`src/rtl/snake_body_streamer_pkg.sv`:
```
// Shared definitions for the snake body streamer.
//   GAME_WIDTH / GAME_HEIGHT : playfield size (border cells at 0 and SIZE+1)
//   X_W / Y_W                : coordinate widths derived from the playfield
//   dir_t                    : 2-bit move/segment direction code
//   state_t                  : streamer FSM states
//   pos_t                    : packed (x,y) cell coordinate
//   beat_t                   : one registered stream beat
//   opposite() / advance()   : direction reversal and one-cell move helpers
package snake_body_streamer_pkg;

  localparam int GAME_WIDTH  = 30;
  localparam int GAME_HEIGHT = 14;
  localparam int X_W         = $clog2(GAME_WIDTH + 2);
  localparam int Y_W         = $clog2(GAME_HEIGHT + 2);

  typedef enum logic [1:0] {
    DIR_UP    = 2'd0,
    DIR_DOWN  = 2'd1,
    DIR_LEFT  = 2'd2,
    DIR_RIGHT = 2'd3
  } dir_t;

  typedef enum logic {
    ST_GAP  = 1'b0,
    ST_WALK = 1'b1
  } state_t;

  typedef struct packed {
    logic [X_W-1:0] x;
    logic [Y_W-1:0] y;
  } pos_t;

  typedef struct packed {
    pos_t pos;
    dir_t dir;
    logic first;
    logic last;
    logic valid;
  } beat_t;

  // Up/down and left/right differ only in bit 0.
  function automatic dir_t opposite(input dir_t d);
    return dir_t'({d[1], ~d[0]});
  endfunction

  // One-cell move; coordinates wrap modulo their width, border handling is
  // left to the game controller.
  function automatic pos_t advance(input pos_t p, input dir_t d);
    pos_t r;
    r = p;
    case (d)
      DIR_UP:    r.y = p.y - Y_W'(1);
      DIR_DOWN:  r.y = p.y + Y_W'(1);
      DIR_LEFT:  r.x = p.x - X_W'(1);
      DIR_RIGHT: r.x = p.x + X_W'(1);
      default:   r   = p;
    endcase
    return r;
  endfunction

endpackage

```
`src/rtl/snake_body_streamer_dir_ram.sv`:
```
// Segment-direction ring buffer: MAX_LEN x 2-bit flop array.
//   clk, rst_n  : clock, asynchronous active-low reset (all entries -> LEFT)
//   clr_i       : synchronous clear (all entries -> LEFT)
//   ptr_i       : current head pointer; addresses are relative to it
//   rd_off_i    : segment index to read (0 = head)
//   rd_dir_o    : combinational read data
//   wr_en_i     : write the new head entry at (ptr_i - 1) mod MAX_LEN
//   wr_dir_i    : direction stored for the new head segment
module snake_body_streamer_dir_ram
  import snake_body_streamer_pkg::*;
#(
  parameter int MAX_LEN = 64,
  parameter int LEN_W   = $clog2(MAX_LEN + 1),
  localparam int PTR_W  = $clog2(MAX_LEN)
) (
  input  logic             clk,
  input  logic             rst_n,
  input  logic             clr_i,
  input  logic [PTR_W-1:0] ptr_i,
  input  logic [LEN_W-1:0] rd_off_i,
  output dir_t             rd_dir_o,
  input  logic             wr_en_i,
  input  dir_t             wr_dir_i
);

  localparam logic [LEN_W:0]   DEPTH  = (LEN_W + 1)'(MAX_LEN);
  localparam logic [LEN_W-1:0] WR_OFF = LEN_W'(MAX_LEN - 1);

  // (base + off) mod MAX_LEN; both operands are below MAX_LEN so one
  // conditional subtract suffices, and non-power-of-two depths work.
  function automatic logic [PTR_W-1:0] wrap_add(input logic [PTR_W-1:0] base,
                                                input logic [LEN_W-1:0] off);
    logic [LEN_W:0] sum;
    sum = (LEN_W + 1)'(base) + (LEN_W + 1)'(off);
    if (sum >= DEPTH) sum = sum - DEPTH;
    return PTR_W'(sum);
  endfunction

  dir_t             mem_q [MAX_LEN];
  logic [PTR_W-1:0] rd_addr;
  logic [PTR_W-1:0] wr_addr;

  assign rd_addr  = wrap_add(ptr_i, rd_off_i);
  assign wr_addr  = wrap_add(ptr_i, WR_OFF);
  assign rd_dir_o = mem_q[rd_addr];

  always_ff @(posedge clk or negedge rst_n) begin
    if (!rst_n) begin
      for (int i = 0; i < MAX_LEN; i++) mem_q[i] <= DIR_LEFT;
    end else if (clr_i) begin
      for (int i = 0; i < MAX_LEN; i++) mem_q[i] <= DIR_LEFT;
    end else if (wr_en_i) begin
      mem_q[wr_addr] <= wr_dir_i;
    end
  end

endmodule

```
`src/rtl/snake_body_streamer.sv`:
```
// Snake body owner and head-to-tail segment streamer.
// Replays the body one segment per cycle (WALK), then idles one cycle (GAP)
// where a move/grow step may be accepted, so a pass is never torn.
// Ports:
//   clk, rst_n          : clock, asynchronous active-low reset
//   game_rst_n          : synchronous active-low game restart
//   step_valid/ready    : step handshake (ready only in GAP)
//   step_dir, step_grow : move direction, keep-tail flag
//   snake_x/y/dir       : stream beat position and tailward direction
//   snake_first/last    : head / tail markers; snake_valid: beat valid
//   snake_head_x/y      : current head; length, full: body length status
//   collision           : head overlaps body (SNAKE_SELF_COLLISION_EN build)
// Optional feature macro: SNAKE_SELF_COLLISION_EN (undefined: collision = 0).
module snake_body_streamer
  import snake_body_streamer_pkg::*;
#(
  parameter int MAX_LEN   = 64,
  parameter int START_X   = 4,
  parameter int START_Y   = 7,
  parameter int START_LEN = 3,
  localparam int LEN_W    = $clog2(MAX_LEN + 1)
) (
  input  logic             clk,
  input  logic             rst_n,
  input  logic             game_rst_n,
  input  logic             step_valid,
  output logic             step_ready,
  input  logic [1:0]       step_dir,
  input  logic             step_grow,
  output logic [X_W-1:0]   snake_x,
  output logic [Y_W-1:0]   snake_y,
  output logic [1:0]       snake_dir,
  output logic             snake_first,
  output logic             snake_last,
  output logic             snake_valid,
  output logic [X_W-1:0]   snake_head_x,
  output logic [Y_W-1:0]   snake_head_y,
  output logic [LEN_W-1:0] length,
  output logic             full,
  output logic             collision
);

  localparam int               PTR_W     = $clog2(MAX_LEN);
  localparam pos_t             START_POS = '{x: X_W'(START_X), y: Y_W'(START_Y)};
  localparam logic [LEN_W-1:0] START_L   = LEN_W'(START_LEN);
  localparam logic [LEN_W-1:0] MAX_L     = LEN_W'(MAX_LEN);

  state_t           state_q, state_d;
  pos_t             head_q, head_d;
  logic [LEN_W-1:0] len_q, len_d;
  logic [PTR_W-1:0] ptr_q, ptr_d;
  logic [LEN_W-1:0] idx_q, idx_d;    // index of the next beat to load
  pos_t             walk_q, walk_d;  // position of the next beat to load
  beat_t            beat_q, beat_d;
  logic             accept;
  dir_t             rd_dir, eff_dir, wr_dir;

  assign full   = (len_q == MAX_L);
  assign wr_dir = opposite(eff_dir);

  // idx_q is 0 throughout GAP, so rd_dir is then the neck direction (seg 0).
  snake_body_streamer_dir_ram #(
    .MAX_LEN (MAX_LEN),
    .LEN_W   (LEN_W)
  ) u_dir_ram (
    .clk      (clk),
    .rst_n    (rst_n),
    .clr_i    (!game_rst_n),
    .ptr_i    (ptr_q),
    .rd_off_i (idx_q),
    .rd_dir_o (rd_dir),
    .wr_en_i  (accept),
    .wr_dir_i (wr_dir)
  );

  // State register
  always_ff @(posedge clk or negedge rst_n) begin
    if (!rst_n)           state_q <= ST_GAP;
    else if (!game_rst_n) state_q <= ST_GAP;
    else                  state_q <= state_d;
  end

  // Next-state logic
  always_comb begin
    state_d = state_q;
    case (state_q)
      ST_GAP:  state_d = ST_WALK;
      ST_WALK: if (beat_q.last) state_d = ST_GAP;
      default: state_d = ST_GAP;
    endcase
  end

  // Output / datapath next-state logic
  always_comb begin
    step_ready = (state_q == ST_GAP);
    accept     = step_valid && step_ready;
    // Stepping into the neck is turned into "keep going straight".
    eff_dir    = (dir_t'(step_dir) == rd_dir) ? opposite(rd_dir) : dir_t'(step_dir);
    head_d     = head_q;
    len_d      = len_q;
    ptr_d      = ptr_q;
    idx_d      = idx_q;
    walk_d     = walk_q;
    beat_d     = '0;
    case (state_q)
      ST_GAP: begin
        if (accept) begin
          head_d = advance(head_q, eff_dir);
          ptr_d  = (ptr_q == '0) ? PTR_W'(MAX_LEN - 1) : ptr_q - PTR_W'(1);
          if (step_grow && !full) len_d = len_q + LEN_W'(1);
        end
        // Beat 0 is loaded on the same edge as the step, so it must use the
        // post-step head and new head direction rather than the RAM contents.
        beat_d.pos   = head_d;
        beat_d.dir   = accept ? wr_dir : rd_dir;
        beat_d.first = 1'b1;
        beat_d.last  = (len_d == LEN_W'(1));
        beat_d.valid = 1'b1;
        walk_d       = advance(head_d, beat_d.dir);
        idx_d        = LEN_W'(1);
      end
      ST_WALK: begin
        if (beat_q.last) begin
          idx_d = '0;
        end else begin
          beat_d.pos   = walk_q;
          beat_d.dir   = rd_dir;
          beat_d.first = 1'b0;
          beat_d.last  = (idx_q == len_q - LEN_W'(1));
          beat_d.valid = 1'b1;
          walk_d       = advance(walk_q, rd_dir);
          idx_d        = idx_q + LEN_W'(1);
        end
      end
      default: ;
    endcase
  end

  always_ff @(posedge clk or negedge rst_n) begin
    if (!rst_n) begin
      head_q <= START_POS;
      len_q  <= START_L;
      ptr_q  <= '0;
      idx_q  <= '0;
      walk_q <= '0;
      beat_q <= '0;
    end else if (!game_rst_n) begin
      head_q <= START_POS;
      len_q  <= START_L;
      ptr_q  <= '0;
      idx_q  <= '0;
      walk_q <= '0;
      beat_q <= '0;
    end else begin
      head_q <= head_d;
      len_q  <= len_d;
      ptr_q  <= ptr_d;
      idx_q  <= idx_d;
      walk_q <= walk_d;
      beat_q <= beat_d;
    end
  end

  assign snake_x      = beat_q.pos.x;
  assign snake_y      = beat_q.pos.y;
  assign snake_dir    = beat_q.dir;
  assign snake_first  = beat_q.first;
  assign snake_last   = beat_q.last;
  assign snake_valid  = beat_q.valid;
  assign snake_head_x = head_q.x;
  assign snake_head_y = head_q.y;
  assign length       = len_q;

`ifdef SNAKE_SELF_COLLISION_EN
  // Compare the displayed beat against the head; head and tail beats are
  // excluded (the tail cell is vacated by the next move).
  logic hit_q;
  logic collision_q;

  always_ff @(posedge clk or negedge rst_n) begin
    if (!rst_n) begin
      hit_q       <= 1'b0;
      collision_q <= 1'b0;
    end else if (!game_rst_n) begin
      hit_q       <= 1'b0;
      collision_q <= 1'b0;
    end else if (state_q == ST_WALK) begin
      if (beat_q.last) begin
        collision_q <= hit_q;
        hit_q       <= 1'b0;
      end else if (!beat_q.first && (beat_q.pos == head_q)) begin
        hit_q <= 1'b1;
      end
    end
  end

  assign collision = collision_q;
`else
  assign collision = 1'b0;
`endif

endmodule

```
`config.mk`:
```
export PLATFORM = sky130hd
export DESIGN_NAME = snake_body_streamer
export DESIGN_NICKNAME = d
export VERILOG_FILES = /design/src/rtl/snake_body_streamer_pkg.sv /design/src/rtl/snake_body_streamer_dir_ram.sv /design/src/rtl/snake_body_streamer.sv
export SDC_FILE = /design/constraint.sdc
export NUM_CORES = 1
export LEC_CHECK = 0
export ABC_AREA = 1
export BUFFER_PORTS_ARGS = -buffer_cell sky130_fd_sc_hd__buf_2
export CORE_ASPECT_RATIO = 0.9
export CORE_MARGIN = 2
export CORE_UTILIZATION = 25
export DETAILED_ROUTE_END_ITERATION = 7
export SYNTH_ARGS = -nofsm -noshare
export SYNTH_HDL_FRONTEND = slang
export SYNTH_HIERARCHICAL = 1
export SYNTH_SLANG_ARGS = --single-unit
```
`constraint.sdc`:
```
create_clock -name clk -period 5.8 [get_ports clk]
set_clock_uncertainty 0.15 [all_clocks]
set_input_delay 0.58 -clock clk [delete_from_list [all_inputs] [get_ports clk]]
set_output_delay 0.58 -clock clk [all_outputs]
set_load 0.05 [all_outputs]
```
=== Yosys cells after proc, flatten, opt, wreduce, memory -nomap -nowiden ===
Index checks and enable logic that the tools add are counted.

* Word-level logic and storage cells: 180
* Register bits after elaboration: 181
* Bits of input ports: 7

* Multiplexer cells: 43
* Reductions and logical operators: 11
* Equal/unequal tests: 18
* Add/subtract/negate cells: 20
* $lt $le $gt $ge: 5
* Bitwise operators: 5

{| class="wikitable"
|+ Operator list
! operator !! number
|-
| $mux W128 || 2
|-
| $bwmux W128 || 1
|-
| $mux W9 || 6
|-
| $mux W7 || 7
|-
| $mux W6 || 6
|-
| $pmux W5 S2 || 3
|-
| $mux W14 || 2
|-
| $pmux W14 S2 || 1
|-
| $pmux W4 S2 || 3
|-
| $ge A7 B7 Y1 const B || 3
|-
| $pmux W9 S2 || 1
|-
| $sub A6 B1 Y6 const B || 3
|-
| $add A5 B1 Y5 const B || 3
|-
| $sub A5 B1 Y5 const B || 3
|-
| $add A7 B1 Y7 const B || 2
|-
| $not A6 Y7 || 2
|-
| $pmux W7 S2 || 1
|-
| $add A4 B1 Y4 const B || 3
|-
| $bmux W2 S6 || 1
|-
| $demux W2 S6 || 1
|-
| $eq A2 B2 Y1 const B || 6
|-
| $sub A4 B1 Y4 const B || 3
|-
| $mux W2 || 5
|-
| $add A6 B7 Y8 || 1
|-
| other kinds (21) || 33
|}

=== Depth between registers and ports, before layout ===
* Depth after elaboration: 17
* Gate-level depth with buffers: 38
* Mapped depth without buffers: 37

=== Cells and area by module ===
Netlist, hierarchy kept.

{| class="wikitable"
|+ By module, submodules not included
! module !! area each (um^2) !! cells each !! times used !! seq. area each (um^2)
|-
| snake_body_streamer_dir_ram || 7897.6 || 1076 || 1 || 3283.1
|-
| snake_body_streamer || 3654.8 || 465 || 1 || 1308.8
|}

=== Worst setup path before layout ===
OpenSTA, ideal clock, no wires.

* Kind: register to register
* Start: register idx_q[0]
* End: register walk_q[8] (netlist name)
* Arrival: 4.627 ns
* Required time: 5.534 ns
* Cell stages (with the launch flop): 36
* Setup time: 0.116 ns
* Setup slack: 0.907 ns
* Period minus slack after synthesis: 4.893 ns
* Path through: dfrtp_1 -> ha_1 -> inv_1 -> fa_1 -> xnor2_1 -> inv_1 -> clkbuf_1 -> nand2_1 -> nand3_1 -> nand3_1 -> nand2_1 -> nand2_1 -> nand2_1 -> inv_1 -> nand2_1 -> nand3_4 -> nand2_4 -> nor2_1 -> inv_1 -> ha_1 -> nand2_1 -> nand2_1 -> a21oi_1 -> xor2_1 -> inv_1 -> nand2_1 -> o21ai_0 -> ha_1 -> a21oi_1 -> nand3_1 -> nand3_2 -> inv_1 -> nand2_1 -> nand3_1 -> nand2_1 -> nand2_1

* Elaborated cells between the ends (all ways): 31
* Classes of those cells: add/sub (4); order compare (1); eq/ne (8); mux (14); bitwise (3); reduce/logical (1)

{| class="wikitable"
|+ RTL lines
! item !! line !! RTL
|-
| start, declared || snake_body_streamer.sv:52 || <nowiki>logic [LEN_W-1:0] idx_q, idx_d;</nowiki>
|-
| start signal, assigned || snake_body_streamer.sv:158 || <nowiki>idx_q <= idx_d;</nowiki>
|-
| $add A6 B7 Y8 * || snake_body_streamer_dir_ram.sv:34 || <nowiki>sum = (LEN_W + 1)'(base) + (LEN_W + 1)'(off);</nowiki>
|-
| $ge A8 B7 Y1 / $sub A6 B1 Y6 (equally long branches) || snake_body_streamer_dir_ram.sv:35 || <nowiki>if (sum >= DEPTH) sum = sum - DEPTH;</nowiki>
|-
| $mux W6 * || snake_body_streamer_dir_ram.sv:35 ||
|-
| $not A6 Y7 (not written as such) * || snake_body_streamer_dir_ram.sv:45 || <nowiki>assign rd_dir_o = mem_q[rd_addr];</nowiki>
|-
| $bmux W2 S6 * || snake_body_streamer_dir_ram.sv:45 ||
|-
| $mux W2 (not written as such) * (2 in series) || snake_body_streamer_dir_ram.sv:45 ||
|-
| net rd_dir[1] || snake_body_streamer.sv:56 || <nowiki>dir_t rd_dir, eff_dir, wr_dir;</nowiki>
|-
| $eq A2 B2 Y1 * || snake_body_streamer.sv:98 || <nowiki>eff_dir = (dir_t'(step_dir) == rd_dir) ? opposite(rd_dir) : dir_t'(step_dir);</nowiki>
|-
| $mux W2 * || snake_body_streamer.sv:98 ||
|-
| $not A1 Y1 * || snake_body_streamer_pkg.sv:43 || <nowiki>return dir_t'({d[1], ~d[0]});</nowiki>
|-
| net wr_dir[0] || snake_body_streamer.sv:56 ||
|-
| $mux W2 * || snake_body_streamer.sv:115 || <nowiki>beat_d.dir = accept ? wr_dir : rd_dir;</nowiki>
|-
| $eq A2 B2 Y1 || snake_body_streamer_pkg.sv:51 || <nowiki>case (d)</nowiki>
|-
| $pmux W5 S2 * || snake_body_streamer_pkg.sv:51 ||
|-
| $pmux W9 S2 * || snake_body_streamer.sv:105 || <nowiki>case (state_q)</nowiki>
|-
| $mux W9 * || snake_body_streamer.sv:147 || <nowiki>end else if (!game_rst_n) begin</nowiki>
|-
| end signal, assigned || snake_body_streamer.sv:159 || <nowiki>walk_q <= walk_d;</nowiki>
|-
| end, declared || snake_body_streamer.sv:53 || <nowiki>pos_t walk_q, walk_d;</nowiki>
|}

The timed path passes the listed nets; every way through them passes the cells marked *. The select of a mux whose other input is x is not followed.
A chain may end at the register's enable or synchronous reset.

=== Final worst setup path ===
* Start: register idx_q[0]
* End: register walk_q[8] (netlist name)

* Elaborated cells between the ends (all ways): 31
* Classes of those cells: add/sub (4); order compare (1); eq/ne (8); mux (14); bitwise (3); reduce/logical (1)

{| class="wikitable"
|+ RTL lines
! item !! line
|-
| $add A6 B7 Y8 * || snake_body_streamer_dir_ram.sv:34
|-
| $ge A8 B7 Y1 / $sub A6 B1 Y6 (equally long branches) || snake_body_streamer_dir_ram.sv:35
|-
| $mux W6 * || snake_body_streamer_dir_ram.sv:35
|-
| $not A6 Y7 (not written as such) * || snake_body_streamer_dir_ram.sv:45
|-
| $bmux W2 S6 * || snake_body_streamer_dir_ram.sv:45
|-
| $mux W2 (not written as such) * (2 in series) || snake_body_streamer_dir_ram.sv:45
|-
| net rd_dir[0] || snake_body_streamer.sv:56
|-
| $eq A2 B2 Y1 / $not A1 Y1 (equally long branches) || snake_body_streamer.sv:98, snake_body_streamer_pkg.sv:43
|-
| $mux W2 * || snake_body_streamer.sv:98
|-
| $not A1 Y1 * || snake_body_streamer_pkg.sv:43
|-
| net wr_dir[0] || snake_body_streamer.sv:56
|-
| $mux W2 * || snake_body_streamer.sv:115
|-
| $eq A2 B2 Y1 || snake_body_streamer_pkg.sv:51
|-
| $pmux W5 S2 * || snake_body_streamer_pkg.sv:51
|-
| $pmux W9 S2 * || snake_body_streamer.sv:105
|-
| $mux W9 * || snake_body_streamer.sv:147
|}

Marked as above.

==> out/qor_table.md <==
| Result | Reported |
| --- | --- |
| Wire per inst | 16.04 µm |
| Remaining Overflow, GRT | 0 |
| Mean instance size in the synthesized netlist | 7.497 µm² |
| H-tree depth | 4 |
| Yosys cell types | 54 |
| Ports placed on the boundary | 40 |
| Leading register cell type out of synthesis | dfrtp_1 |
| Height of the die | 207.9 µm |
| Required @ worst endpoint | 6.00 ns |
| Standard cell core area | 0.04546 mm² |
| Standard cell with the maximum stage delay on the critical path | fa_1 |
| Kind of end point of the critical path | register |
| DRC marker count from the first detailed-route iteration | 915 |
| Initial DRT Pass Iterations | 5 |
| Number of hold buffers added after cts | 0 |
| Root buf cell | clkbuf_16 |
| Maximum number of pins on one net before global-route repair | 105 |
| Minimum clock period after layout | 5.212 ns |
| Final total negative setup slack | 0 ns |
| CTS tree | built |
| Crit Path Category | reg2reg |
| Post-detailed-placement half-perimeter wirelength | 22.00 mm |
| Post-synthesis async set-or-reset flop share | 1.000 |
| Nature of the critical path startpoint | register |
| GRT Util Overall | 0.1458 |
| Biggest fanout along the worst timing path | 14 |
| Area growth from synthesis to final layout | 12.65% |
| Outcome | completed |
| Number of antenna violations at the first check in global routing | 0 |
| Total clock buffers created by CTS | 17 |
| Global-route wire length before repair | 56.04 mm |
| Vias per cell | 4.927 |
| Horizontal extent of the die | 230.6 µm |
| Nets | 1587 |
| Source-to-sink clock delay at the later pin of the worst-skew pair | 0.46 ns |
| Number of setup violations in the final report | 0 |
| Crit path from | idx_q[0]$_DFF_PN0_ |
| Leakage power of the design | 6.061 nW |
| Share of layout cells above drive strength 1 | 0.1462 |
| Number of global-route vias before repair | 10337 |
| Final Max Slew Viols | 0 |
| Setup repair after global routing missed its margin | false |
| Post-Synthesis Net Count | 1582 |
| Hold Violations, Final | 0 |
| Clock transition at the registers of the reported paths | 0.07 ns |
| Final GP Congestion | 0.8498 |
| Number of cells produced by synthesis | 1541 |
| Highest ir drop seen on vdd | 0.2243 mV |
| Transition time at the pin with the least slew margin | 1.232 ns |
| Initial Utilization | 0.2541 |
| Number of synthesis warnings | 6 |
| Maximum clock frequency | 0.1919 GHz |
| Classification of the worst-slack hold path | in2async |
| PD cells | 336.2 mW/mm² |
| Worst-case register-to-register setup slack | 0.59 ns |
| FF-to-FF Start | idx_q[0]$_DFF_PN0_ |
| Final worst-path cycle share | 0.8986 |
| Number of maximum-capacitance constraint violations | 0 |
| Input/output buffers | 38 |
| Total standard cell area after synthesis | 0.01155 mm² |
| Post-detailed-placement cell area | 0.01241 mm² |
| Number of vias after detailed routing | 10676 |
| DRC errors left | 0 |
| DRT Wirelength | 34.76 mm |
| Number of enable-type register cells in the synthesized netlist | 0 |
| Part of the Yosys area used for sequential elements | 0.3975 |
| Cell repeated most along the worst path | nand2_1 |
| Arrival time at the worst endpoint | 5.41 ns |
| Normalized max-slew margin | 0.1759 |
| Final design area excluding fillers | 0.01301 mm² |
| Antenna cells | 0 |
| Largest stage delay on the critical path | 0.50 ns |
| Antenna violation net count after detailed routing | 0 |
| Flip-flop and latch count after synthesis | 180 |
| Maximum buffer depth of the clock tree | 2 |
| Clock net sink count | 180 |
| Die area | 0.04795 mm² |
| Placement row count | 74 |
==> final timing paths <==
path	cells past startpoint	to
max	34	walk_q[8]$_DFFE_PN0P_
min	1	snake_y[1]$_DFF_PN0_
max reg2reg	34	walk_q[8]$_DFFE_PN0P_
min reg2reg	2	walk_q[3]$_DFFE_PN0P_
max in group asynchronous	2	u_dir_ram/mem_q[94]$_DFFE_PN0P_
min in group clk	2	length[1]$_DFFE_PN1N_
==> synthesized netlist by cell type (all sizes together), types with 2 or more instances <==
cell | number | share of area
a21oi | 25 | 0.011
and3 | 2 | 0.0011
buf | 37 | 0.018
clkbuf | 45 | 0.015
dfrtp | 110 | 0.24
dfstp | 70 | 0.16
fa | 7 | 0.012
ha | 27 | 0.029
inv | 199 | 0.065
nand2 | 404 | 0.13
nand3 | 274 | 0.12
nand3b | 34 | 0.023
nand4 | 74 | 0.042
nor2 | 60 | 0.023
nor3 | 10 | 0.010
o211ai | 3 | 0.0019
o21a | 2 | 0.0013
o21ai | 100 | 0.044
o22ai | 7 | 0.0038
or2 | 4 | 0.0022
xnor2 | 17 | 0.016
xor2 | 20 | 0.020
==> metal layers <==
metal	GRT usage	share of wire	vias to the layer above
met5	0	0	-
met4	0.04049	0.015	0
met3	0.03262	0.078	45
met2	0.2264	0.45	419
met1	0.2031	0.45	5148
li1	-	-	5064
==> flip-flops by register name, indices dropped and copies added (netlist names) <==
signal	flops
u_dir_ram/mem_q	128
walk_q	9
idx_q	7
length	7
ptr_q	6
snake_head_x	5
snake_x	5
snake_head_y	4
snake_y	4
snake_dir	2
snake_first	1
snake_last	1
snake_valid	1
==> worst max-delay path: cells and delay by family, from the launching register on <==
kind,cells,cell delay (ns)
xor gates and xnor gates,1,0.15
and+or+nand+nor,18,1.57
buffers and inverters,6,0.59
adders and majority gates,4,1.31
AOI/OAI and AO/OA,5,0.85
DFF,1,0.44
==> cell type report <==
class / count / area (µm²)
fillers: 4850 / 32450
multi-input cells: 1079 / 5846
flip-flops and latches: 180 / 4592
well taps: 608 / 760.7
inverters: 200 / 754.5
clock buffers: 24 / 471.7
repair buffers: 68 / 462.9
clock inverters: 8 / 126.4
==> cell usage in the layout, fill, tap and decap left out, types with 4 or more instances in the layout <==
cell and count:
nor2_2 7, xnor2_1 15, dfrtp_1 110, a21oi_1 25
nand3_1 268, dfstp_2 70, nor3_4 4, xor2_1 17
buf_4 26, nand2_2 11, ha_1 26, inv_1 190
o21ai_0 54, nand4_1 71, nor2_1 49, buf_2 37
o21ai_1 45, clkbuf_16 17, o22ai_1 7, inv_2 7
fa_1 7, nor3_2 4, nand2_1 391, nand3b_1 33
clkbuf_1 5
==> stage by stage <==
stage	power, mW	utilization	worst slack, ns	hold slack, ns	std cells
after global routing	4.628	0.2863	0.06358	0.1247	2167
after CTS	4.382	0.2861	0.4676	0.08790	2167
final	4.375	0.2863	0.5882	0.03842	2167
after global placement	3.127	0.2730	0.6253	0.3141	2135
after floorplan	2.653	-	0.9069	0.1344	1541
after detailed placement	3.147	0.2730	0.4822	0.3189	2135
==> what timing repair did <==
| item | in CTS | in global routing |
|---|---|---|
| buffers inserted | 0 | 0 |
| endpoints found under the setup margin | 0 | 1 |
| resized for setup | 0 | 3 |
| hold endpoints to repair | 0 | 0 |
==> where the power goes <==
part           internal [mW]  switching, mW  leakage, nW
Sequential              1.32         0.0596         2.24
Combinational          0.490           1.28         3.54
Clock                  0.702          0.520        0.281
==> cell families (layout without fill, tap and decap cells) <==
logic type | after synthesis | after routing | synth area share
AOI/OAI and AO/OA | 143 | 143 | 0.06596
other | 1 | 1 | 0.0003246
xor gates and xnor gates | 37 | 37 | 0.03617
buffers and inverters | 282 | 300 | 0.09823
DFF | 180 | 180 | 0.3975
adders and majority gates | 34 | 34 | 0.04137
and+or+nand+nor | 864 | 864 | 0.3604
Power figures use the tool's default switching activity.
